===== src/rtl/rram_arbiter_pkg.sv =====
// Shared types and defaults for the rram arbiter slice.
package rram_pkg;

    localparam int unsigned NPORT     = 2;
    localparam int unsigned DEF_WIDTH = 8;
    localparam int unsigned DEF_AW    = 11;
    localparam int unsigned DEF_DEPTH = 2048;

    typedef enum logic {
        S_CLR = 1'b0,
        S_RUN = 1'b1
    } state_t;

endpackage


===== src/rtl/rram_arbiter_if.sv =====
// Two-port request/response bus between requesters and the rram arbiter.
interface rram_arbiter_if #(
    parameter int unsigned WIDTH = 8,
    parameter int unsigned AW    = 11
);
    logic [1:0]       req_valid;
    logic [1:0]       req_ready;
    logic [1:0]       req_we;
    logic [AW-1:0]    req_adr0;
    logic [AW-1:0]    req_adr1;
    logic [WIDTH-1:0] req_data0;
    logic [WIDTH-1:0] req_data1;
    logic [1:0]       rsp_valid;
    logic [WIDTH-1:0] rsp_data;

    modport master (
        output req_valid, req_we, req_adr0, req_adr1, req_data0, req_data1,
        input  req_ready, rsp_valid, rsp_data
    );

    modport slave (
        input  req_valid, req_we, req_adr0, req_adr1, req_data0, req_data1,
        output req_ready, rsp_valid, rsp_data
    );
endinterface


===== src/rtl/rram_arbiter_rr_arb2.sv =====
// Two-requester round-robin arbiter; one-hot grant, pointer remembers last winner.
module rr_arb2 (
    input  logic       clk,
    input  logic       rst_n,
    input  logic       i_en,
    input  logic [1:0] i_req,
    output logic [1:0] o_gnt
);
    // 1 = port 1 won last, so port 0 takes the first contention after reset
    logic r_last;

    // Grant selection: lone requester wins, contention goes to the port that did not win last
    always_comb begin
        o_gnt = 2'b00;
        if (i_en) begin
            unique case (i_req)
                2'b01:   o_gnt = 2'b01;
                2'b10:   o_gnt = 2'b10;
                2'b11:   o_gnt = r_last ? 2'b01 : 2'b10;
                default: o_gnt = 2'b00;
            endcase
        end
    end

    // Pointer tracks the most recent winner
    always_ff @(posedge clk or negedge rst_n) begin
        if (!rst_n) begin
            r_last <= 1'b1;
        end else if (|o_gnt) begin
            r_last <= o_gnt[1];
        end
    end
endmodule


===== src/rtl/rram_arbiter.sv =====
// Shares a single-port rram between two requesters and owns the array clear engine.
module rram_arbiter
    import rram_pkg::*;
#(
    parameter int unsigned WIDTH = DEF_WIDTH,
    parameter int unsigned AW    = DEF_AW,
    parameter int unsigned DEPTH = DEF_DEPTH
) (
    input  logic             clk,
    input  logic             rst_n,
    rram_arbiter_if.slave    bus,
    input  logic             clr_start,
    output logic             clr_busy,
    output logic             clr_done,
    output logic             m_rw_n,
    output logic [AW-1:0]    m_adr,
    output logic [WIDTH-1:0] m_data,
    input  logic [WIDTH-1:0] m_rdata
);
    localparam logic [AW-1:0] CNT_LAST = AW'(DEPTH - 1);

    state_t           r_state;
    state_t           w_state_nxt;
    logic [AW-1:0]    r_cnt;
    logic [NPORT-1:0] r_rsp_valid;
    logic             w_en;
    logic             w_cnt_last;
    logic [NPORT-1:0] w_gnt;

    assign w_cnt_last = (r_cnt == CNT_LAST);
    // clr_start pre-empts arbitration in the cycle it is seen
    assign w_en       = (r_state == S_RUN) && !clr_start;

    rr_arb2 u_arb (
        .clk   (clk),
        .rst_n (rst_n),
        .i_en  (w_en),
        .i_req (bus.req_valid),
        .o_gnt (w_gnt)
    );

    // State register
    always_ff @(posedge clk or negedge rst_n) begin
        if (!rst_n) begin
            r_state <= S_CLR;
        end else begin
            r_state <= w_state_nxt;
        end
    end

    // Next-state logic
    always_comb begin
        w_state_nxt = r_state;
        unique case (r_state)
            S_CLR:   if (w_cnt_last) w_state_nxt = S_RUN;
            S_RUN:   if (clr_start)  w_state_nxt = S_CLR;
            default: w_state_nxt = S_CLR;
        endcase
    end

    // Clear address counter: advances only while clearing, parked at 0 otherwise
    always_ff @(posedge clk or negedge rst_n) begin
        if (!rst_n) begin
            r_cnt <= '0;
        end else if (r_state == S_CLR && !w_cnt_last) begin
            r_cnt <= r_cnt + AW'(1);
        end else begin
            r_cnt <= '0;
        end
    end

    // Output logic: clear writes, granted access, or a harmless idle read
    always_comb begin
        clr_busy = 1'b0;
        clr_done = 1'b0;
        m_rw_n   = 1'b1;
        m_adr    = '0;
        m_data   = '0;
        unique case (r_state)
            S_CLR: begin
                clr_busy = 1'b1;
                clr_done = w_cnt_last;
                m_rw_n   = 1'b0;
                m_adr    = r_cnt;
            end
            S_RUN: begin
                if (w_gnt[0]) begin
                    m_rw_n = !bus.req_we[0];
                    m_adr  = bus.req_adr0;
                    if (bus.req_we[0]) m_data = bus.req_data0;
                end else if (w_gnt[1]) begin
                    m_rw_n = !bus.req_we[1];
                    m_adr  = bus.req_adr1;
                    if (bus.req_we[1]) m_data = bus.req_data1;
                end
            end
            default: ;
        endcase
    end

    // Response tag: one-hot port of the read granted last cycle
    always_ff @(posedge clk or negedge rst_n) begin
        if (!rst_n) begin
            r_rsp_valid <= '0;
        end else begin
            r_rsp_valid <= w_gnt & ~bus.req_we;
        end
    end

    assign bus.req_ready = w_gnt;
    assign bus.rsp_valid = r_rsp_valid;
    assign bus.rsp_data  = m_rdata;
endmodule


===== src/flat_wrapper.sv =====
// flat-port wrapper written by rule: the top's interface ports become plain ports
module rram_arbiter_flat import rram_pkg::*;
#(
    parameter int unsigned WIDTH = DEF_WIDTH,
    parameter int unsigned AW    = DEF_AW,
    parameter int unsigned DEPTH = DEF_DEPTH
)
  (clk, rst_n, clr_start, clr_busy, clr_done, m_rw_n, m_adr, m_data, m_rdata, bus_req_valid, bus_req_we, bus_req_adr0, bus_req_adr1, bus_req_data0, bus_req_data1, bus_req_ready, bus_rsp_valid, bus_rsp_data);
  rram_arbiter_if #(.WIDTH(WIDTH), .AW(AW)) bus_i ();
  input  logic clk;
  input  logic rst_n;
  input  logic clr_start;
  output logic clr_busy;
  output logic clr_done;
  output logic m_rw_n;
  output logic [AW-1:0] m_adr;
  output logic [WIDTH-1:0] m_data;
  input  logic [WIDTH-1:0] m_rdata;
  input wire logic [$bits(bus_i.req_valid)-1:0] bus_req_valid;
  input wire logic [$bits(bus_i.req_we)-1:0] bus_req_we;
  input wire logic [$bits(bus_i.req_adr0)-1:0] bus_req_adr0;
  input wire logic [$bits(bus_i.req_adr1)-1:0] bus_req_adr1;
  input wire logic [$bits(bus_i.req_data0)-1:0] bus_req_data0;
  input wire logic [$bits(bus_i.req_data1)-1:0] bus_req_data1;
  output wire logic [$bits(bus_i.req_ready)-1:0] bus_req_ready;
  output wire logic [$bits(bus_i.rsp_valid)-1:0] bus_rsp_valid;
  output wire logic [$bits(bus_i.rsp_data)-1:0] bus_rsp_data;
  assign bus_i.req_valid = bus_req_valid;
  assign bus_i.req_we = bus_req_we;
  assign bus_i.req_adr0 = bus_req_adr0;
  assign bus_i.req_adr1 = bus_req_adr1;
  assign bus_i.req_data0 = bus_req_data0;
  assign bus_i.req_data1 = bus_req_data1;
  assign bus_req_ready = bus_i.req_ready;
  assign bus_rsp_valid = bus_i.rsp_valid;
  assign bus_rsp_data = bus_i.rsp_data;
  rram_arbiter #(.WIDTH(WIDTH), .AW(AW), .DEPTH(DEPTH)) u_core (.clk(clk), .rst_n(rst_n), .bus(bus_i), .clr_start(clr_start), .clr_busy(clr_busy), .clr_done(clr_done), .m_rw_n(m_rw_n), .m_adr(m_adr), .m_data(m_data), .m_rdata(m_rdata));
endmodule

===== config.mk =====
export PLATFORM = sky130hd
export DESIGN_NAME = rram_arbiter_flat
export DESIGN_NICKNAME = d
export VERILOG_FILES = /design/src/rtl/rram_arbiter_pkg.sv /design/src/rtl/rram_arbiter_if.sv /design/src/rtl/rram_arbiter_rr_arb2.sv /design/src/rtl/rram_arbiter.sv /design/src/flat_wrapper.sv
export SDC_FILE = /design/constraint.sdc
export NUM_CORES = 1
export LEC_CHECK = 0
export ABC_AREA = 1
export CAP_MARGIN = 25
export CORE_UTILIZATION = 34
export CTS_CLUSTER_DIAMETER = 30
export DETAILED_ROUTE_END_ITERATION = 16
export PLACE_DENSITY = 0.78
export RECOVER_POWER = 100
export SLEW_MARGIN = 30
export SYNTH_ARGS = -nofsm -noshare
export SYNTH_HDL_FRONTEND = slang
export SYNTH_SLANG_ARGS = --single-unit
export TNS_END_PERCENT = 5

===== constraint.sdc =====
create_clock -name clk -period 1.9 [get_ports clk]
set_clock_uncertainty 0.05 [all_clocks]
set_input_delay 0.38 -clock clk [delete_from_list [all_inputs] [get_ports clk]]
set_output_delay 0.38 -clock clk [all_outputs]
set_load 0.02 [all_outputs]

# == After elaboration in Yosys (flattened, before gate mapping) ==
# Cells that the tools add are included.
# op_classes
add_sub_neg,1
n_eq_ne,4
mux,20
bitwise,3
reduce_logical,7
# ops
op,n
$mux 8,5
$mux 11,3
$pmux 11 s2,1
$add 11x1->11 const B,1
$eq 11x11->1 const B,1
$mux 1,6
$pmux 2 s3,1
$eq 2x2->1 const B,2
$logic_not 1->1,4
$mux 2,2
$pmux 1 s2,2
$and 2x2->2,1
$eq 2x1->1 const B,1
$logic_and 1x1->1,2
$not 2->2,1
$reduce_or 2->1,1
$not 1->1,1
# word_totals
ff_bits,15
input_bits,53
out_inout_bits,34
word_cells,39

# == Longest topological paths before layout ==
# logic_depth
word_depth,6
ltp_mapped,7
ltp_nobuf,7

# == Cells and area by module ==
# From an unflattened synthesis, not the netlist that was laid out.
# hier_totals
cells_unflattened,165
hier_area_um2,1216.2
# modules_own_cells
module,instances,cells_per_inst,area_each_um2,seq_area_each_um2
rram_arbiter,1,154,1151.1,350.3
rr_arb2,1,11,65.1,26.3

# == Worst setup path after synthesis ==
# Ideal clock, no wire load.
# synth_timing
kind,register to output
startpoint,reg u_core.u_arb.r_last
endpoint,out m_data[0]
t_arrival_ps,1253
t_required_ps,1470
slack_ps,217
path_stages_with_launch,8
n_path_buf,1
cell_sequence,dfstp_2 > inv_1 > a21boi_0 > nand2_1 > inv_2 > buf_4 > nand3_1 > nand2_1
# synth_via
word_cells_on_any_way,6
classes_between,mux (6)
# synth_rtl
element,line_no,text
from (decl),rram_arbiter_rr_arb2.sv:10,logic r_last;
from (signal assigned),rram_arbiter_rr_arb2.sv:30,r_last <= o_gnt[1];
$mux 2,rram_arbiter_rr_arb2.sv:19,2'b11: o_gnt = r_last ? 2'b01 : 2'b10;
$pmux 2 s3,rram_arbiter_rr_arb2.sv:16,unique case (i_req)
$mux 2,rram_arbiter_rr_arb2.sv:15,if (i_en) begin
named net bus_req_ready[0],flat_wrapper.sv:25,output wire logic [$bits(bus_i.req_ready)-1:0] bus_req_ready;
$mux 8,rram_arbiter.sv:87,if (w_gnt[0]) begin
$mux 8,rram_arbiter.sv:79,unique case (r_state)
to (decl),flat_wrapper.sv:17,output logic [WIDTH-1:0] m_data;
# The timed path passes the listed nets, and every way through them passes these cells.

# == Worst setup path after layout ==
# layout_timing
startpoint,reg u_core.u_arb.r_last
endpoint,out m_data[3]
# layout_via
elab_chain_cells,6
# layout_lines
element,line_no,text
$mux 2 *,rram_arbiter_rr_arb2.sv:19,
$pmux 2 s3 *,rram_arbiter_rr_arb2.sv:16,
$mux 2 *,rram_arbiter_rr_arb2.sv:15,
$mux 8,rram_arbiter.sv:91,end else if (w_gnt[1]) begin
$mux 8 *,rram_arbiter.sv:87,
$mux 8 *,rram_arbiter.sv:79,
# Mark *: on every way between the ends. The rest lies on a longest branch, timed or not.

==> key figures <==
Worst setup path
  • Reg2Reg Launch Point: u_core.r_cnt[0]
  • Worst reg2reg setup slack: 450 ps
  • Delay-heaviest family, CP: flip-flops
  • Worst R2R End: u_core.r_cnt[0]
  • Buffers & Inverters on Critical Path: 4
  • CP max FO: 11
  • Crit. End Element: output pin
  • Slowest-stage cell, CP: dfstp_2
  • CP cell instances: inv_2 -> a21boi_2 -> nand2_2 -> inv_4 -> clkbuf_16 -> nand3_1 -> nand2_1 -> buf_6
  • Worst r2r path cells: 7
  • Critical Path Source Type: register
  • Max stage delay on crit path: 540 ps
  • Req. time, crit path: 1470 ps
  • Crit path depth: 8
  • WP data arrival: 1660 ps
  • Crit Path Category: reg2out

Route
  • WL met3: 238 um
  • Routed wl met2: 2053 um
  • Via-to-Cell Ratio: 4.704
  • Top layer in use: met4
  • Final WL: 3959 um
  • M1 wire length: 1590 um
  • Vias: 1430
  • Initial drt markers: 49
  • Routed len/inst: 13.02 um
  • DRC viols: 0
  • Drt first pass iters: 4
  • Routed Antenna Nets: 0

Global routing
  • Initial antenna violation count: 0
  • Grt ovf: 0
  • Largest net degree at the start of global routing: 23
  • GRT Resource Usage Total: 18.99%
  • First-pass GRT wire length: 5188 um
  • Vias in the first global route: 1239

Placed design
  • DP Area: 1973 um^2
  • Placer Congestion: 0.7968
  • Buffers on Ports: 70
  • DP HPWL: 2819 um

Floorplan
  • Die X: 60.69 um
  • Die area: 3683 um^2
  • Core Area: 3153 um^2
  • Row cnt: 20
  • Die Height: 60.69 um
  • Boundary Pins: 87
  • Initial Util: 37.14%

Hold path
  • Hold Crit Class: in2reg
  • WHS Endpoint: u_core.bus.rsp_valid[1]
  • Hold Crit Start: bus_req_valid[1]
  • Worst hold path depth: 3

Synthesis
  • Asr flop ratio synth: 100.0%
  • Main flop type after synthesis: dfrtp_1
  • Avg Cell Area, Syn: 6.543 um^2
  • Mapped Area: 1171 um^2
  • Yosys warnings: 0
  • Seq/Total Area, Yosys: 32.16%
  • #FFs+latches synth: 15
  • Total nets after synthesis: 233
  • Mapped Cells: 179
  • Yosys cell types: 22
  • EDFF count, synth: 0

Timing
  • Setup WS post-layout: -192.2 ps
  • Crit share post-route: 110.1%
  • Final Hold Fails: 0
  • Worst slew margin: 48.24%
  • Crit path time final: 2092 ps
  • Measured slew at the worst slew-check pin: 776.4 ps
  • RSZ-0062 raised after global routing: true
  • Post-Route Setup TNS: -3136 ps
  • Final setup fails: 22
  • Fmax: 0.4780 GHz
  • Hold_ws: 452.6 ps
  • Final slew viol count: 0

Power
  • Leakage: 1.082 nW
  • Max IR drop VDD: 692.4 uV
  • P per Cell Area: 751.6 nW/um^2

Status
  • Run status: finished with violations
  • Failing checks: setup timing

Layout
  • Final Instance Area: 2186 um^2
  • Ant. Diodes: 0
  • Fraction of layout cells with a size suffix above 1: 33.46%
  • NumNets Final: 315
  • Layout area overhead: 86.65%

Clock tree
  • Htree depth: 1
  • CTS buffer count: 3
  • CTS Sinks: 15
  • CTS Root Cell: clkbuf_4
  • Clock tree buffer depth: 2
  • Post-CTS setup buffer count: 0
  • Clock Latency Late Sink: 290 ps
  • CTS clk-pin slew, worst paths: 90 ps
  • CTS tree: yes

Flow run
  • MaxCap Viol Count: 0
## cell type report
cell class,count,area (um^2)
Fill cell,250,967.2
Timing Repair Buffer,91,923.4
Multi-Input combinational cell,133,732.0
Sequential cell,15,376.6
Inverter,17,71.32
Tap cell,44,55.05
Clock buffer,3,22.52
Clock inverter,1,5.005
## worst min-delay path: stages
cell	delay (ps)
dlymetal6s2s_1	170
nand3_4	160
nor2_1	50
## routing by layer
metal | track usage (%) | vias to the layer above
li1 | - | 713
met1 | 21.76 | 668
met2 | 35.01 | 39
met3 | 2.985 | 10
met4 | 7.792 | 0
met5 | 0 | -
## flip-flops by register name, indices dropped and copies added, names as in the netlist
| name | count |
|---|---|
| u_core.r_cnt | 11 |
| u_core.bus.rsp_valid | 2 |
| u_core.r_state | 1 |
| u_core.u_arb.r_last | 1 |
## what timing repair did
item,in CTS,in global routing
cloned,0,3
resized for setup,112,54
hold buffers,0,0
pin swaps,0,5
setup endpoints to repair,24,24
## worst max path at each step
stage | startpoint | end | slack [ps]
after floorplan | u_core.u_arb.r_last | m_data[0] | 220
after global placement | clr_start | m_adr[0] | -620
after detailed placement | bus_req_valid[0] | m_data[2] | -700
after CTS | clr_start | m_adr[0] | -170
after global routing | u_core.u_arb.r_last | m_data[3] | -260
final | u_core.u_arb.r_last | m_data[3] | -190
## where the power goes
group	switching [mW]	total [mW]	internal [mW]
clock network	0.104	0.182	0.0783
registers	0.0455	0.448	0.402
logic	0.497	1.01	0.516
## Yosys cell counts (2+ instances only)
master    instances  area, um^2
a21oi_1           2       10.01
buf_4            10       75.07
buf_6             2       22.52
clkbuf_1          3       11.26
dfrtp_1          14       350.3
inv_1            14       52.55
inv_2             3       11.26
nand2_1          73       274.0
nand3_1          23       115.1
nand3_2           2       20.02
nand4_1           3       18.77
nor2_1           14       52.55
nor2_2            2       12.51
nor2_4            3       33.78
nor3_2            3       30.03
xor2_1            2       17.52
## stage by stage
step           total power, mW  worst slack [ps]  std cells  util, %
2_1_floorplan           0.9310             217.4        179        -
3_3_place_gp             1.365            -624.3        297    62.58
3_5_place_dp             1.385            -702.0        297    62.58
4_1_cts                  1.498            -173.5        301    61.79
5_1_grt                  1.753            -257.9        304    69.33
6_report                 1.643            -192.2        304    69.33
## cells in the final DEF (no fill, tap or decap)
| master | netlist | layout |
|---|---|---|
| nor2_1 | 14 | 12 |
| inv_1 | 14 | 13 |
| buf_4 | 10 | 20 |
| nor2_2 | 2 | 4 |
| dlygate4sd2_1 | 0 | 1 |
| dlygate4sd3_1 | 0 | 1 |
| dfstp_2 | 1 | 1 |
| xor2_1 | 2 | 2 |
| nand4_1 | 3 | 3 |
| buf_6 | 2 | 19 |
| inv_4 | 0 | 1 |
| a21oi_1 | 2 | 2 |
| nand3_4 | 0 | 1 |
| inv_2 | 3 | 2 |
| nand2_1 | 73 | 64 |
| buf_12 | 0 | 1 |
| dlymetal6s2s_1 | 0 | 2 |
| or2_2 | 1 | 1 |
| ha_1 | 1 | 1 |
| nor3_2 | 3 | 3 |
| nand2_4 | 0 | 1 |
| nand2_2 | 0 | 8 |
| clkbuf_16 | 0 | 2 |
| a21boi_2 | 0 | 1 |
| clkdlybuf4s50_1 | 0 | 43 |
| clkbuf_1 | 3 | 1 |
| o21ai_0 | 1 | 1 |
| nor2_4 | 3 | 4 |
| inv_6 | 0 | 1 |
| clkdlybuf4s15_2 | 0 | 1 |
| nand3_1 | 23 | 12 |
| nand3_2 | 2 | 12 |
| clkinv_2 | 0 | 1 |
| clkbuf_4 | 0 | 3 |
| dfrtp_1 | 14 | 14 |
| or2_1 | 1 | 1 |
## kinds of logic (layout without fill, tap and decap cells)
kind of cell	Yosys count	after routing	share of synthesized area, %
AOI/OAI and AO/OA	4	4	1.923
and+or+nand+nor	125	126	48.61
buffers and inverters	32	112	14.74
xor gates and xnor gates	2	2	1.496
adders and majority gates	1	1	1.068
DFF	15	15	32.16
Power figures use the tool's default switching activity.
